$ cat config.mk
export PLATFORM = sky130hd
export DESIGN_NAME = and5_bist
export DESIGN_NICKNAME = d
export VERILOG_FILES = /design/src/rtl/and5_bist.sv
export SDC_FILE = /design/constraint.sdc
export NUM_CORES = 1
export LEC_CHECK = 0
export BUFFER_PORTS_ARGS = -buffer_cell sky130_fd_sc_hd__buf_2
export CORE_ASPECT_RATIO = 1.2
export CORE_UTILIZATION = 45
export CTS_BUF_LIST = sky130_fd_sc_hd__clkbuf_4 sky130_fd_sc_hd__clkbuf_8 sky130_fd_sc_hd__clkbuf_16
export DETAILED_ROUTE_END_ITERATION = 8
export GPL_TIMING_DRIVEN = 0
export MAX_ROUTING_LAYER = met4
export PLACE_DENSITY = 0.7
export REMOVE_ABC_BUFFERS = 1
export SLEW_MARGIN = 20
export SYNTH_ARGS = -nofsm -noshare
export SYNTH_HDL_FRONTEND = slang
export SYNTH_SLANG_ARGS = --single-unit
export TNS_END_PERCENT = 5
$ cat constraint.sdc
create_clock -name clk -period 2.3 [get_ports clk]
set_input_delay 0.575 -clock clk [delete_from_list [all_inputs] [get_ports clk]]
set_output_delay 0.575 -clock clk [all_outputs]
set_load 0.005 [all_outputs]
$ cat src/rtl/and5_bist.sv
// and5_bist: drives all 32 vectors onto a 5-input AND gate, checks dut_out, reports the results.
// Latency: SETTLE+2 cycles per vector, 32*(SETTLE+2) cycles from the start edge to done.
// Backpressure: none; start is ignored while busy. AND5_BIST_STOP_ON_FAIL_EN ends the sweep at the first mismatch.
module and5_bist #(
  parameter int SETTLE = 2,
  parameter int ERR_W  = 6
) (
  input  logic             clk,
  input  logic             rst_n,
  input  logic             start,
  input  logic             dut_out,
  output logic             in1,
  output logic             in2,
  output logic             in3,
  output logic             in4,
  output logic             in5,
  output logic             busy,
  output logic             done,
  output logic             pass,
  output logic [ERR_W-1:0] err_cnt,
  output logic [4:0]       first_fail_vec,
  output logic             first_fail_valid
);

  // The settle counter always gets at least one bit, so SETTLE=0 still elaborates.
  localparam int CW = (SETTLE > 1) ? $clog2(SETTLE + 1) : 1;

  typedef enum logic [2:0] {
    S_IDLE,
    S_APPLY,
    S_WAIT,
    S_SAMPLE,
    S_DONE
  } state_t;

  state_t          state;
  logic [4:0]      vec;
  logic [CW-1:0]   cnt;
  logic            mismatch;
  logic [ERR_W-1:0] err_next;

  // The vector register drives the gate inputs directly; in1 is the MSB.
  assign {in1, in2, in3, in4, in5} = vec;

  // Case equality makes an X or Z on dut_out count as a mismatch.
  assign mismatch = !(dut_out === (&vec));

  // The error count saturates at all-ones, so pass stays 0 once anything failed.
  always_comb begin
    err_next = err_cnt;
    if (mismatch && (err_cnt != {ERR_W{1'b1}})) begin
      err_next = err_cnt + 1'b1;
    end
  end

  // Sweep sequencer: apply, settle, sample, advance; all outputs are registered here.
  always_ff @(posedge clk or negedge rst_n) begin
    if (!rst_n) begin
      state            <= S_IDLE;
      vec              <= 5'd0;
      cnt              <= '0;
      busy             <= 1'b0;
      done             <= 1'b0;
      pass             <= 1'b0;
      err_cnt          <= '0;
      first_fail_vec   <= 5'd0;
      first_fail_valid <= 1'b0;
    end else begin
      case (state)
        S_IDLE, S_DONE: begin
          if (start) begin
            err_cnt          <= '0;
            first_fail_vec   <= 5'd0;
            first_fail_valid <= 1'b0;
            done             <= 1'b0;
            pass             <= 1'b0;
            vec              <= 5'd0;
            busy             <= 1'b1;
            state            <= S_APPLY;
          end
        end
        S_APPLY: begin
          cnt   <= CW'(SETTLE);
          state <= (SETTLE > 0) ? S_WAIT : S_SAMPLE;
        end
        S_WAIT: begin
          if (cnt <= CW'(1)) begin
            state <= S_SAMPLE;
          end else begin
            cnt <= cnt - 1'b1;
          end
        end
        S_SAMPLE: begin
          err_cnt <= err_next;
          if (mismatch && !first_fail_valid) begin
            first_fail_vec   <= vec;
            first_fail_valid <= 1'b1;
          end
`ifdef AND5_BIST_STOP_ON_FAIL_EN
          if (mismatch || (vec == 5'd31)) begin
`else
          if (vec == 5'd31) begin
`endif
            busy  <= 1'b0;
            done  <= 1'b1;
            pass  <= (err_next == '0);
            state <= S_DONE;
          end else begin
            vec   <= vec + 5'd1;
            state <= S_APPLY;
          end
        end
        default: state <= S_IDLE;
      endcase
    end
  end

endmodule

==> metrics.txt, run 1 <==
synth warn=0; worst slack, placed=-256 ps; wire per inst=around 15 µm; Rows=21; CTS buffer count=3; post-synth cell types=47; n_diodes=0; reg-to-reg slack, setup=130 ps; share of layout cells above drive strength 1=a little under a third; Layout Nets=about 170; CP Capture Type=flip-flop; Switch Pwr=~0.59 mW; Area Growth Syn to Fin=17.2%; post-layout min period=2170 ps; crit path max-delay cell type=or4_4; Mapped Cells=around 140; area leader, netlist=dfrtp_1; Clock Latency Late Sink=around 310 ps; final worst setup slack=between 100 and 150 ps; DP Area=about 0.0015 mm²; clk buf depth=2; Sequential Power Share=between 40% and 50%; first-pass GRT wire length=approximately 4700 µm; RR Endpoint=pass; top cells by area, synth=dfrtp_1 46%, nand2_1 5.5%, o21ai_0 4.4%; Die ar.=between 0.003 and 0.004 mm²; Async SR Flop Fraction=100%; CTS Hold Bufs=0; Die Ht=approximately 62 µm; crit-path max cell delay=around 440 ps; Buf+Inv Stages, Crit Path=0; synth cell count leaders=25 x dfrtp_1, 20 x nand2_1, 12 x nor2_1, 12 x o21ai_0, 6 x inv_1; combinational power share=approximately two fifths; syn avg cell area=just under 10 µm²; CTS sink count=25; unrepaired setup endpoints after global routing=no; DRC viols=0; Cell Count, Final, Fillers Out=approximately 200; critical path fanouts, max=7; via count=around 1200; Slew Viols, Final=0; Final ANT Viol Nets=0; Net Sw Frac=between 30% and 40%; gpl congestion=a little under 0.9; DP Wirelength=2070 µm; DR pass1 iterations=4; Pint=0.904 mW; synthesized area=0.00136 mm²; period utilisation layout=roughly 95%; proportion of synthesized chip area in sequential cells=between 40% and 50%; CP delay by family, top=simple AND/OR/NAND/NOR gates; top-area cell type share of the netlist area=between 40% and 50%; Setup Skew=6.05 ps; Leak=around 0.74 nW; CTS HTree Levels=1; Hold Crit Class=input port to asynchronous set/reset pin; initial DRC count=48; initial core utilization=48.0%; crit-path cells=ha_2, and3_4, ha_4, xnor2_4, or4_4, a222oi_1, a31o_1; die width=~52 µm; vias per cell=5.80; Clk pin slew, worst setup/hold paths=around 130 ps; largest net degree at the start of global routing=26; critical path class=flip-flop to flip-flop; grt total ovfl=0; Placed Instances=approximately 190; final setup vio count=0; number of hold violations in the final report=0; status=complete, no violations; Worst Max-Slew Pin Slew=between 500 and 600 ps; Slew HR=60.7%; final design area excluding fillers=~0.0016 mm²; Pwr Density=~940 mW/mm²; setup tns final=0 ps; hold slack=about 230 ps; worst vdd ir=0.000674 V; gr usage total=approximately a fifth; Post-synth EDFFs=0; max-cap violation count=0; total power=roughly 1.5 mW; #FFs+latches synth=25; most common cell in the netlist=dfrtp_1; highest clock rate=roughly 460 MHz; Buffers on Ports=23; worst endpoint data arrival time=between 2000 and 2500 ps; initial antenna violation count=0; Core Footprint=0.00284 mm²; reg2reg path depth=7; Top Ports=24; vias in the first global route=1043; final core utilization=a little under three fifths; Critical Path RT=roughly 2600 ps; Root Buffer=clkbuf_4; CP Launch Type=flip-flop; Clk pwr share=12.8%; TritonCTS clock tree=built; Most used DFF post-synth=dfrtp_1; Routed WL=~3000 µm; reg2reg start=vec[0]
## final cells by class
type,instances,area [µm²]
Clock inverter,1,5.00
Sequential cell,25,626
Clock buffer,3,22.5
Inverter,6,22.5
Timing Repair Buffer,29,160
Multi-Input combinational cell,101,718
Tap cell,34,42.5
Fill cell,268,1240
## state kept, by name, summed over array words and instances, names as in the netlist
register,flops
pass,1
err_cnt,6
first_fail_valid,1
vec,5
state,3
done,1
busy,1
first_fail_vec,5
cnt,2
## worst max-delay path by stage
| stage | depth (start not counted) | endpoint | slack, ps | start |
|---|---|---|---|---|
| after CTS | 7 | pass | -100 | vec[1] |
| after global routing | 7 | pass | 30 | vec[0] |
| after floorplan | 7 | pass | -8 | vec[1] |
| final | 7 | pass | 130 | vec[0] |
| after detailed placement | 6 | first_fail_vec[3] | -260 | vec[1] |
| after global placement | 6 | first_fail_vec[4] | -190 | vec[1] |
## logic make-up after synthesis
| family | share of synthesized area [%] |
|---|---|
| compound gates | 17.4 |
| xor+xnor | 3.21 |
| simple gates | 21.9 |
| buf+inv | 4.87 |
| fa+ha+maj | 3.67 |
| mux | 3.03 |
| flops | 45.9 |
## power by group through the flow
stage	combinational [mW]	clock (mW)	sequential [mW]
2_1_floorplan	0.373	0	0.695
3_3_place_gp	0.528	0	0.708
3_5_place_dp	0.552	0	0.719
4_1_cts	0.558	0.199	0.710
5_1_grt	0.669	0.223	0.729
6_report	0.597	0.192	0.710
## per-layer routing
layer / part of all wire [%] / GRT usage (%) / vias to the layer above
met5: 0 / - / -
met4: 0.70 / 6.91 / 0
met3: 3.9 / 3.19 / 2
met2: 51 / 32.1 / 32
met1: 44 / 24.5 / 565
li1: - / - / 556
## what timing repair did
| item | CTS | global route |
|---|---|---|
| setup endpoints to repair | 8 | 2 |
| resized for setup | 3 | 6 |
| buffers inserted | 0 | 6 |
| pin swaps | 0 | 5 |
## cell usage in the layout, fill, tap and decap left out, drive strengths merged, types with 3 or more instances in the layout
| cell | n |
|---|---|
| a22o | 3 |
| a31oi | 3 |
| and3 | 3 |
| xor2 | 3 |
| inv | 6 |
| nor2 | 12 |
| ha | 4 |
| nand2 | 20 |
| o21ai | 12 |
| buf | 29 |
| mux2i | 3 |
| nand3 | 3 |
| dfrtp | 25 |
| clkbuf | 3 |
Note: power is estimated with default switching activity, not from simulation.
==> run 2: changes to the inputs <==
--- a/config.mk
+++ b/config.mk
@@ -6,13 +6,15 @@
 export NUM_CORES = 1
 export LEC_CHECK = 0
 export BUFFER_PORTS_ARGS = -buffer_cell sky130_fd_sc_hd__buf_2
+export CELL_PAD_IN_SITES_DETAIL_PLACEMENT = 1
+export CELL_PAD_IN_SITES_GLOBAL_PLACEMENT = 1
 export CORE_ASPECT_RATIO = 1.2
-export CORE_UTILIZATION = 45
+export CORE_UTILIZATION = 38
 export CTS_BUF_LIST = sky130_fd_sc_hd__clkbuf_4 sky130_fd_sc_hd__clkbuf_8 sky130_fd_sc_hd__clkbuf_16
 export DETAILED_ROUTE_END_ITERATION = 8
 export GPL_TIMING_DRIVEN = 0
 export MAX_ROUTING_LAYER = met4
-export PLACE_DENSITY = 0.7
+export PLACE_DENSITY = 0.75
 export REMOVE_ABC_BUFFERS = 1
 export SLEW_MARGIN = 20
 export SYNTH_ARGS = -nofsm -noshare
==> run 2 against run 1 <==
Net effect: the run now ends with design-rule violations left; combinational power increased by 3.7%; clock skew is 2.8 ps lower; die area rose by 18%; largest power group unchanged; register-to-register slack worse by 50 ps; cell area grew 1.9%; via count shrank 0.87%; sequential power hardly changed; maximum frequency decreased by 2.1%.
==> metrics.txt, run 2 (same netlist as run 1, synthesis figures left out) <==
Slew Viols, Final=0 (unchanged); area of the multi-input gates=716 µm² (-0.35%); Top Ports=24 (unchanged); setup tns final=0 ps (unchanged); TritonCTS clock tree=built; final setup vio count=0 (unchanged); Leak=0.756 nW (+1.6%); max reg flops=6 (unchanged); Buffers on Ports=23 (unchanged); Area Growth Syn to Fin=19.4%; CP Capture Type=flip-flop; CTS HTree Levels=1 (unchanged); period utilisation layout=96.6% (+2.0 points); wire per inst=15.9 µm (+5.6%); CTS Hold Bufs=0 (unchanged); hold slack=293 ps (+64.0 ps); initial DRC count=73 (+52%); largest net degree at the start of global routing=26 (unchanged); Pint=0.971 mW (+7.3%); highest clock rate=450 MHz (-2.1%); worst endpoint data arrival time=2430 ps (about the same); Setup Skew=3.22 ps (-2.84 ps); initial core utilization=40.1% (-7.9 points); status=finished with violations; Clk pin slew, worst setup/hold paths=90 ps (-40 ps); Seq. cell area=626 µm² (unchanged); crit-path max cell delay=510 ps (+70 ps); via count=1145 (-0.87%); gr usage total=18.8% (-0.91 points); post-layout min period=2220 ps (+47.1 ps); clk buf depth=2 (unchanged); commonest non-fill, non-tap cell in the layout=dfrtp_1; Layout Nets=175 (+0.57%); reg-to-reg slack, setup=80 ps (-50 ps); share of layout cells above drive strength 1=30.1% (-0.18 points); critical path class=flip-flop to flip-flop; CTS buffer count=3 (unchanged); Clk pwr share=16.4% (+3.6 points); Die Ht=67.6 µm (+8.5%); # fillers=409 (+53%); Critical Path RT=2500 ps (-60 ps); Switch Pwr=0.619 mW (+4.1%); DP Wirelength=2300 µm (+11%); Die ar.=0.00383 mm² (+18%); initial antenna violation count=0 (unchanged); Core Footprint=0.00340 mm² (+20%); grt total ovfl=0 (unchanged); DR pass1 iterations=6 (+2); Worst Max-Slew Pin Slew=673 ps (+86.6 ps); CP delay by family, top=simple AND/OR/NAND/NOR gates; most frequent cells in the layout=25 x dfrtp_1, 23 x buf_2, 20 x nand2_1; crit path max-delay cell type=or4_4; Routed WL=3220 µm (+7.7%); gpl congestion=0.909 (+3.0%); CTS sink count=25 (unchanged); most flop-heavy register=err_cnt; Final ANT Viol Nets=0 (unchanged); Cell Count, Final, Fillers Out=203 (+2.0%); Clock Latency Late Sink=260 ps (-50 ps); crit-path cells=ha_1, and4_2, or4_4, a222oi_1, a31o_1; Net Sw Frac=38.9% (-0.73 points); DRC viols=4 (+4); Pwr Density=977 mW/mm² (+4.1%); reg2reg start=err_cnt[0]; die width=56.7 µm (+8.5%); critical path fanouts, max=8 (+1); violated checks=design-rule violations; vias per cell=5.64 (-2.8%); reg2reg path depth=5 (-2); Buf+Inv Stages, Crit Path=0 (unchanged); combinational power share=38.9% (-0.9 points); RR Endpoint=pass; final design area excluding fillers=0.00163 mm² (+1.9%); CP Launch Type=flip-flop; n_diodes=0 (unchanged); final core utilization=47.9% (-8.4 points); Slew HR=55.0% (-5.7 points); vias in the first global route=1137 (+9.0%); max-cap violation count=0 (unchanged); number of hold violations in the final report=0 (unchanged); Placed Instances=192 (+1.6%); worst setup path startpoint=err_cnt[0]; unrepaired setup endpoints after global routing=no; Root Buffer=clkbuf_8; worst vdd ir=0.000464 V (-31%); Crit path depth=5 (-2); first-pass GRT wire length=5450 µm (+15%); Sequential Power Share=44.6% (-2.7 points); DP Area=0.00148 mm² (+0.25%); Rows=23 (+9.5%); Largest regs=err_cnt x6, first_fail_vec x5, vec x5; Hold Crit Class=input port to asynchronous set/reset pin
==> run 2: cell types whose count changed in the layout (fill, tap and decap cells not counted), sizes merged <==
| cell | previous run | this run |
|---|---|---|
| buf | 29 | 30 |
| clkinv | 1 | 0 |
| clkinvlp | 0 | 1 |
==> run 2: power by group through the flow <==
stage,Combinational [mW],Clock [mW],Sequential (mW)
floorplan,0.373,0,0.695
global placement,0.536,0,0.712
detailed placement,0.564,0,0.725
CTS,0.571,0.275,0.715
global route,0.719,0.286,0.732
finish,0.619,0.262,0.709
==> run 2: final cells by class <==
type	instances	share of cell area (%)
multi-input cells	101	44.0
inverters	6	1.38
clock buffers	3	2.54
clock inverters	1	0.462
flip-flops and latches	25	38.5
repair buffers	30	10.3
well taps	37	2.85
==> run 2: metal layers <==
layer  share of wire [%]  global-route usage [%]
met2                  54                    33.2
met1                  44                    23.3
met5                   0                       -
met3                 2.2                    1.72
met4                0.43                    5.00
==> run 2: worst max-delay path by stage <==
stage,end,slack [ps]
after floorplan,pass,-8
after global placement,pass,-220
after detailed placement,first_fail_vec[3],-270
after CTS,pass,-160
after global routing,err_cnt[4],0.2
final,pass,80
==> run 2: per-stage QoR <==
step	setup slack, ps	power [mW]
after floorplan	-8.31	1.07
after global placement	-224	1.25
after detailed placement	-265	1.29
after CTS	-157	1.56
after global routing	0.199	1.74
final	78.5	1.59
==> run 2: what timing repair did <==
| item | in CTS | in global routing |
|---|---|---|
| resized for setup | 3 | 5 |
| cloned | 0 | 0 |
| pin swaps | 0 | 5 |
| buffers inserted | 0 | 7 |
| setup endpoints to repair | 8 | 4 |
